<file path="config.mk">
export PLATFORM = sky130hd
export DESIGN_NAME = lsu
export DESIGN_NICKNAME = d
export VERILOG_FILES = /design/src/rtl/lsu.sv
export SDC_FILE = /design/constraint.sdc
export NUM_CORES = 1
export LEC_CHECK = 0
export CORE_MARGIN = 5
export CORE_UTILIZATION = 46
export CTS_CLUSTER_SIZE = 30
export DETAILED_ROUTE_END_ITERATION = 12
export PLACE_DENSITY = 0.84
export SLEW_MARGIN = 20
export SYNTH_ARGS = -nofsm -noshare
export SYNTH_HDL_FRONTEND = slang
export SYNTH_SLANG_ARGS = --single-unit
</file>
<file path="constraint.sdc">
create_clock -name clk -period 6.26 [get_ports clk]
set_input_delay 0.939 -clock clk [delete_from_list [all_inputs] [get_ports clk]]
set_output_delay 0.939 -clock clk [all_outputs]
set_load 0.1 [all_outputs]
</file>
<file path="src/rtl/lsu.sv">
// Load/store unit: one memory operation at a time over a req/ack data-memory port.
// Define LSU_TIMEOUT_EN to bound the ack wait to TIMEOUT_CYCLES busy cycles.
module lsu #(
    parameter int unsigned TIMEOUT_CYCLES = 255
) (
    input  logic        clk,
    input  logic        rst,
    input  logic        ex_valid,
    input  logic        ex_is_load,
    input  logic        ex_is_store,
    input  logic [2:0]  ex_funct3,
    input  logic [31:0] alu_data,
    input  logic [31:0] rs2_data,
    output logic        lsu_stall,
    output logic        lsu_done,
    output logic [31:0] lsu_rdata,
    output logic        lsu_err,
    output logic        dmem_req,
    output logic        dmem_we,
    output logic [31:0] dmem_addr,
    output logic [31:0] dmem_wdata,
    output logic [3:0]  dmem_be,
    input  logic        dmem_ack,
    input  logic [31:0] dmem_rdata
);

    // Handshake: dmem_req rises on BUSY entry and all request fields stay frozen
    // until the rising edge on which dmem_ack=1 is sampled; ack outside BUSY is ignored.
    typedef enum logic [1:0] {
        IDLE = 2'd0,
        BUSY = 2'd1,
        DONE = 2'd2
    } state_t;

    state_t      state;
    logic [1:0]  off_q;
    logic [2:0]  funct3_q;

    logic        is_mem;
    logic        aligned;
    logic [3:0]  be_next;
    logic [31:0] wdata_next;
    logic [7:0]  lane_b;
    logic [15:0] lane_h;
    logic [31:0] load_ext;

`ifdef LSU_TIMEOUT_EN
    logic [31:0] wait_cnt;
`endif

    assign is_mem    = ex_is_load | ex_is_store;
    assign lsu_stall = ((state == IDLE) & ex_valid & is_mem) | (state == BUSY);

    // funct3[1:0] alone selects the access width; reserved codes all land on W.
    always_comb begin
        aligned    = 1'b1;
        be_next    = 4'b1111;
        wdata_next = rs2_data;
        case (ex_funct3[1:0])
            2'b00: begin
                be_next    = 4'b0001 << alu_data[1:0];
                wdata_next = {4{rs2_data[7:0]}};
            end
            2'b01: begin
                aligned    = ~alu_data[0];
                be_next    = 4'b0011 << alu_data[1:0];
                wdata_next = {2{rs2_data[15:0]}};
            end
            default: begin
                aligned    = (alu_data[1:0] == 2'b00);
                be_next    = 4'b1111;
                wdata_next = rs2_data;
            end
        endcase
    end

    always_comb begin
        lane_b = dmem_rdata[7:0];
        case (off_q)
            2'd0: lane_b = dmem_rdata[7:0];
            2'd1: lane_b = dmem_rdata[15:8];
            2'd2: lane_b = dmem_rdata[23:16];
            2'd3: lane_b = dmem_rdata[31:24];
            default: lane_b = dmem_rdata[7:0];
        endcase
        lane_h = off_q[1] ? dmem_rdata[31:16] : dmem_rdata[15:0];
        case (funct3_q)
            3'b000:  load_ext = {{24{lane_b[7]}}, lane_b};
            3'b100:  load_ext = {24'd0, lane_b};
            3'b001:  load_ext = {{16{lane_h[15]}}, lane_h};
            3'b101:  load_ext = {16'd0, lane_h};
            default: load_ext = dmem_rdata;
        endcase
    end

    always_ff @(posedge clk or posedge rst) begin
        if (rst) begin
            state      <= IDLE;
            off_q      <= 2'd0;
            funct3_q   <= 3'd0;
            lsu_done   <= 1'b0;
            lsu_err    <= 1'b0;
            lsu_rdata  <= 32'd0;
            dmem_req   <= 1'b0;
            dmem_we    <= 1'b0;
            dmem_addr  <= 32'd0;
            dmem_wdata <= 32'd0;
            dmem_be    <= 4'd0;
`ifdef LSU_TIMEOUT_EN
            wait_cnt   <= 32'd0;
`endif
        end else begin
            case (state)
                IDLE: begin
                    if (ex_valid && is_mem) begin
                        if (aligned) begin
                            state      <= BUSY;
                            off_q      <= alu_data[1:0];
                            funct3_q   <= ex_funct3;
                            dmem_req   <= 1'b1;
                            dmem_we    <= ex_is_store;
                            dmem_addr  <= {alu_data[31:2], 2'b00};
                            dmem_wdata <= wdata_next;
                            dmem_be    <= be_next;
`ifdef LSU_TIMEOUT_EN
                            wait_cnt   <= 32'd0;
`endif
                        end else begin
                            // Misaligned: fault without touching memory.
                            state    <= DONE;
                            lsu_done <= 1'b1;
                            lsu_err  <= 1'b1;
                        end
                    end
                end
                BUSY: begin
                    if (dmem_ack) begin
                        state    <= DONE;
                        dmem_req <= 1'b0;
                        lsu_done <= 1'b1;
                        if (!dmem_we) begin
                            lsu_rdata <= load_ext;
                        end
`ifdef LSU_TIMEOUT_EN
                    end else if (wait_cnt + 32'd1 >= TIMEOUT_CYCLES) begin
                        state    <= DONE;
                        dmem_req <= 1'b0;
                        lsu_done <= 1'b1;
                        lsu_err  <= 1'b1;
                    end else begin
                        wait_cnt <= wait_cnt + 32'd1;
`endif
                    end
                end
                DONE: begin
                    state    <= IDLE;
                    lsu_done <= 1'b0;
                    lsu_err  <= 1'b0;
                end
                default: begin
                    state    <= IDLE;
                    lsu_done <= 1'b0;
                    lsu_err  <= 1'b0;
                    dmem_req <= 1'b0;
                end
            endcase
        end
    end

endmodule
</file>
* Word-level counts from Yosys, hierarchy flattened
Index checks and enable logic that the tools add are counted.
Word-level totals: memories kept 0, word-level logic and storage cells 65, latch bits 0, input bits 105, bits in registers 109, bits in read-only memories 0, RAM bits 0
Cells by class: multiply operators 0, div/mod/pow operators 0, equality and inequality tests 13, multiplexer cells 19, add/sub/neg operators 0, reduce and logical (&&, ||, !) cells 12, bitwise operators 8, order comparisons 0, shift operators 2
Operators with widths (count):
- 32-bit one-hot mux with 4 select lines | 1
- 32-bit one-hot mux with 2 select lines | 1
- 8-bit one-hot mux with 4 select lines | 1
- 16-bit two-way mux | 1
- 3-bit AND reduction | 4
- 2-bit zero test | 4
- 4-bit one-hot mux with 2 select lines | 1
- 2-bit by 1-bit equality test with 1-bit output (second input constant) | 3
- 2-bit equality test (second input constant) | 3
- 3-bit equality test (second input constant) | 2
- 1-bit two-way mux | 6
- 2-bit two-way mux | 3
- 2-bit inequality test (second input constant) | 3
- 1-bit one-hot mux with 2 select lines | 3
- 1-bit inverter | 4
- 2-bit one-hot mux with 2 select lines | 1
- 4-bit AND reduction | 1
- 1-bit by 2-bit << shifter with 4-bit output (first input constant) | 1
- 2-bit by 2-bit << shifter with 4-bit output (first input constant) | 1
- 3-bit by 1-bit equality test with 1-bit output (second input constant) | 1
- 3-bit zero test | 1
- 1-bit one-hot mux with 3 select lines | 1
- 1-bit bitwise AND | 2
- 2-bit by 1-bit inequality test with 1-bit output (second input constant) | 1
- other kinds (3) | 4

* Depth between registers and ports, before layout
word-level depth 5, gate-level depth with buffers 7, depth with buffers taken out 4

* Worst setup path before layout
No wires, ideal clock.
path kind in2out, from input port ex_valid, to output port lsu_stall, data arrival time 2.898 ns, path slack 2.423 ns, data required time 5.321 ns, path buffers 0, cell stages on the path 3, cell sequence nand2b_1 or2_2 a21oi_1
On the way: cells in the longest elaborated chain, start to end 3
Ends and longest elaborated chain:
- start, declared | line 8 | input logic ex_valid,
- 1-bit bitwise AND (2 in series) | line 52 | assign lsu_stall = ((state == IDLE) & ex_valid & is_mem) | (state == BUSY);
- 1-bit OR | line 52
- end, declared | line 14 | output logic lsu_stall,
Every way passes these cells.

* Final worst setup path
Same ends and word-level chain as after synthesis.

==> results by group <==
Global route
  – Number of global-route vias before repair: 4788
  – Initial antenna violation count: 0
  – Congestion Overflow GR: 0
  – Largest net degree at the start of global routing: 73
  – First-pass GRT wire length: approximately 24000 um
  – GRT Util Overall: between 20 and 25%

Floorplanning
  – Core footprint: around 11000 um^2
  – Initial Util: about 47%
  – Die area: approximately 13000 um^2
  – Chip height: ~110 um
  – Die X: roughly 110 um
  – Num ports: 210
  – # rows: 38

Timing
  – Worst Tran Pin Value: roughly 1.0 ns
  – Final Skew: 0.0105 ns
  – RSZ-0062 raised after global routing: no
  – Final setup margin: 2.09 ns
  – # setup viols final: 0
  – Final Max Slew Viols: 0
  – Final Hold Fails: 0
  – Worst hold slack: between 0.4 and 0.5 ns
  – Crit path time final: between 4 and 5 ns
  – Final cycle utilization of the critical path: between 60% and 70%
  – Slew headroom: a little under a third
  – Setup TNS: 0 ns
  – Top achievable clock speed: roughly 240 MHz

Setup path
  – R2r worst-path depth: 4
  – RR Startpoint: off_q[1]
  – Reg2reg setup slack: between 3 and 4 ns
  – Critical Path AT: 3.23 ns
  – Crit path kind: primary input to output pin
  – Worst-path fanout max: 6
  – Slowest-stage cell, CP: clkdlybuf4s50_1
  – Most used cell, CP: clkdlybuf4s50_1
  – FF-to-FF End: lsu_rdata[20]
  – Worst EP required: 5.32 ns
  – CP Capture Type: output pin
  – Startpoint type of the worst setup path: primary input
  – Crit-path cells: clkdlybuf4s50_1 > nand2b_1 > or2_2 > a21oi_1 > clkdlybuf4s50_1
  – Crit path largest cell delay: 1.17 ns

Clock network
  – Clock slew at reported path FFs: about 0.10 ns
  – Clk buf depth: 2
  – CTS root buffer: clkbuf_8
  – Cts bufs inserted: 9
  – CTS resizes: 0
  – Post-CTS setup buffer count: 0
  – Worst-Skew Late Latency: between 0.3 and 0.4 ns
  – CTS tree: yes
  – Hold-fix buffers at CTS: 0
  – H-tree Lvls: 3
  – Clock Sinks: approximately 110

Synthesis
  – Post-synthesis cell area: 5020 um^2
  – Post-Syn Instances: approximately 560
  – Yosys warns: 0
  – Post-synth EDFFs: 0
  – FF+latch count, synth: 109
  – Register area share after synthesis: 54.4%
  – Ys flop type: dfrtp_1
  – Mapped Avg Cell Area: about 9 um^2
  – Async set-reset flop share out of synthesis: between 90% and 100%
  – Post-synth cell types: 37

Final layout
  – N_diodes: 0
  – Area growth syn-to-layout: 46.5%
  – Nets: 852
  – Layout cells sized above 1: under 10%
  – Final instance area: about 7400 um^2

Detailed routing
  – DR pass1 iterations: 4
  – Avg WL per Cell: ~17 um
  – Total Wirelength: about 15000 um
  – DRC errors left: 0
  – Violation count after the first detailed-routing iteration: between 300 and 400
  – Routed Antenna Nets: 0
  – Via/cell ratio: between 5 and 6
  – Detailed-route via count: ~4600

Hold path
  – HP Start: dmem_wdata[15]
  – Hold Crit Depth: 2
  – Worst-case hold path end point: dmem_wdata[15]
  – HP Class: register to register

Placement
  – Dpl ws: ~2.1 ns
  – Hpwl dp: approximately 11000 um
  – Placed instance area: approximately 7100 um^2
  – Number of port buffers: 207
  – RD Place Congestion: roughly 0.83

Flow run
  – Max Cap Viol: 0

Outcome
  – Outcome: complete, no violations
==> critical path: cells and delay by family <==
family,cells,cell delay (ns)
AND/OR/NAND/NOR,2,0.52
AO/OA/AOI/OAI,1,0.15
buffers and inverters,2,1.62
==> kinds of logic (layout without fill, tap and decap cells) <==
family          count (synthesis)  after routing  synth area share (%)
other cells                     1              2                0.0747
buf+inv                        40            231                  4.06
compound gates                111            111                  12.6
flops                         109            109                  54.4
simple gates                  263            263                  21.8
mux                            35             35                  7.06
==> routing by layer <==
metal  vias to the layer above  share of wire, %  track usage [%]
met5                         -                 0                0
met2                       189                49             38.3
met4                         0               2.1             7.92
met1                      2190                40             28.2
li1                       2215                 -                -
met3                        25               8.4             6.87
==> cell usage in the layout, fill, tap and decap left out, types with 2 or more instances in the layout <==
master,count
nand2b_1,7
nor2b_1,2
or2_2,2
clkdlybuf4s50_1,207
clkbuf_8,12
nand2_1,190
a21o_1,6
nand3b_1,9
a21oi_1,47
o21ai_0,47
or3_1,6
nand3_1,3
buf_4,5
bufinv_16,2
and2_1,2
inv_1,3
nor2_1,35
nor3_1,3
mux2i_1,32
conb_1,2
o21ba_2,2
dfrtp_1,109
mux2_2,3
==> cell type report <==
class,instances,area (um^2)
Clock buffer,12,165
Clock inverter,3,67.6
Fill cell,846,3390
Inverter,4,17.5
Multi-Input combinational cell,411,2090
Sequential cell,109,2730
Tap cell,140,175
Timing Repair Buffer,212,2110
==> flip-flops by register name, summed over array words and instances, names as in the netlist, 2 cells and up <==
name	cells
off_q	2
funct3_q	3
dmem_wdata	32
state	2
dmem_be	4
lsu_rdata	32
dmem_addr	30
==> how the worst max path moves through the flow <==
| stage | startpoint | endpoint |
|---|---|---|
| 5_1_grt | ex_valid | lsu_stall |
| 3_5_place_dp | ex_valid | lsu_stall |
| 2_1_floorplan | ex_valid | lsu_stall |
| 4_1_cts | ex_valid | lsu_stall |
| 6_report | ex_valid | lsu_stall |
| 3_3_place_gp | ex_valid | lsu_stall |
==> Yosys cell counts, drive strengths merged, types with 4 or more instances <==
master	n	area, um^2
nand2	190	713
dfrtp	109	2730
a21oi	48	244
o21ai	47	235
nor2	35	131
mux2i	32	320
buf	20	129
clkbuf	16	60.1
nand3b	9	67.6
nand2b	7	43.8
a21o	6	45.0
or3	6	37.5
inv	4	15.0
==> stage by stage <==
stage | instances | util, %
global route | 891 | 68.4
finish | 891 | 68.4
detailed placement | 876 | 66.3
CTS | 891 | 68.4
floorplan | 560 | -
global placement | 876 | 66.3
Power is not shown: default switching activity piles up to over one toggle a cycle in this logic, so the estimate is an artifact.
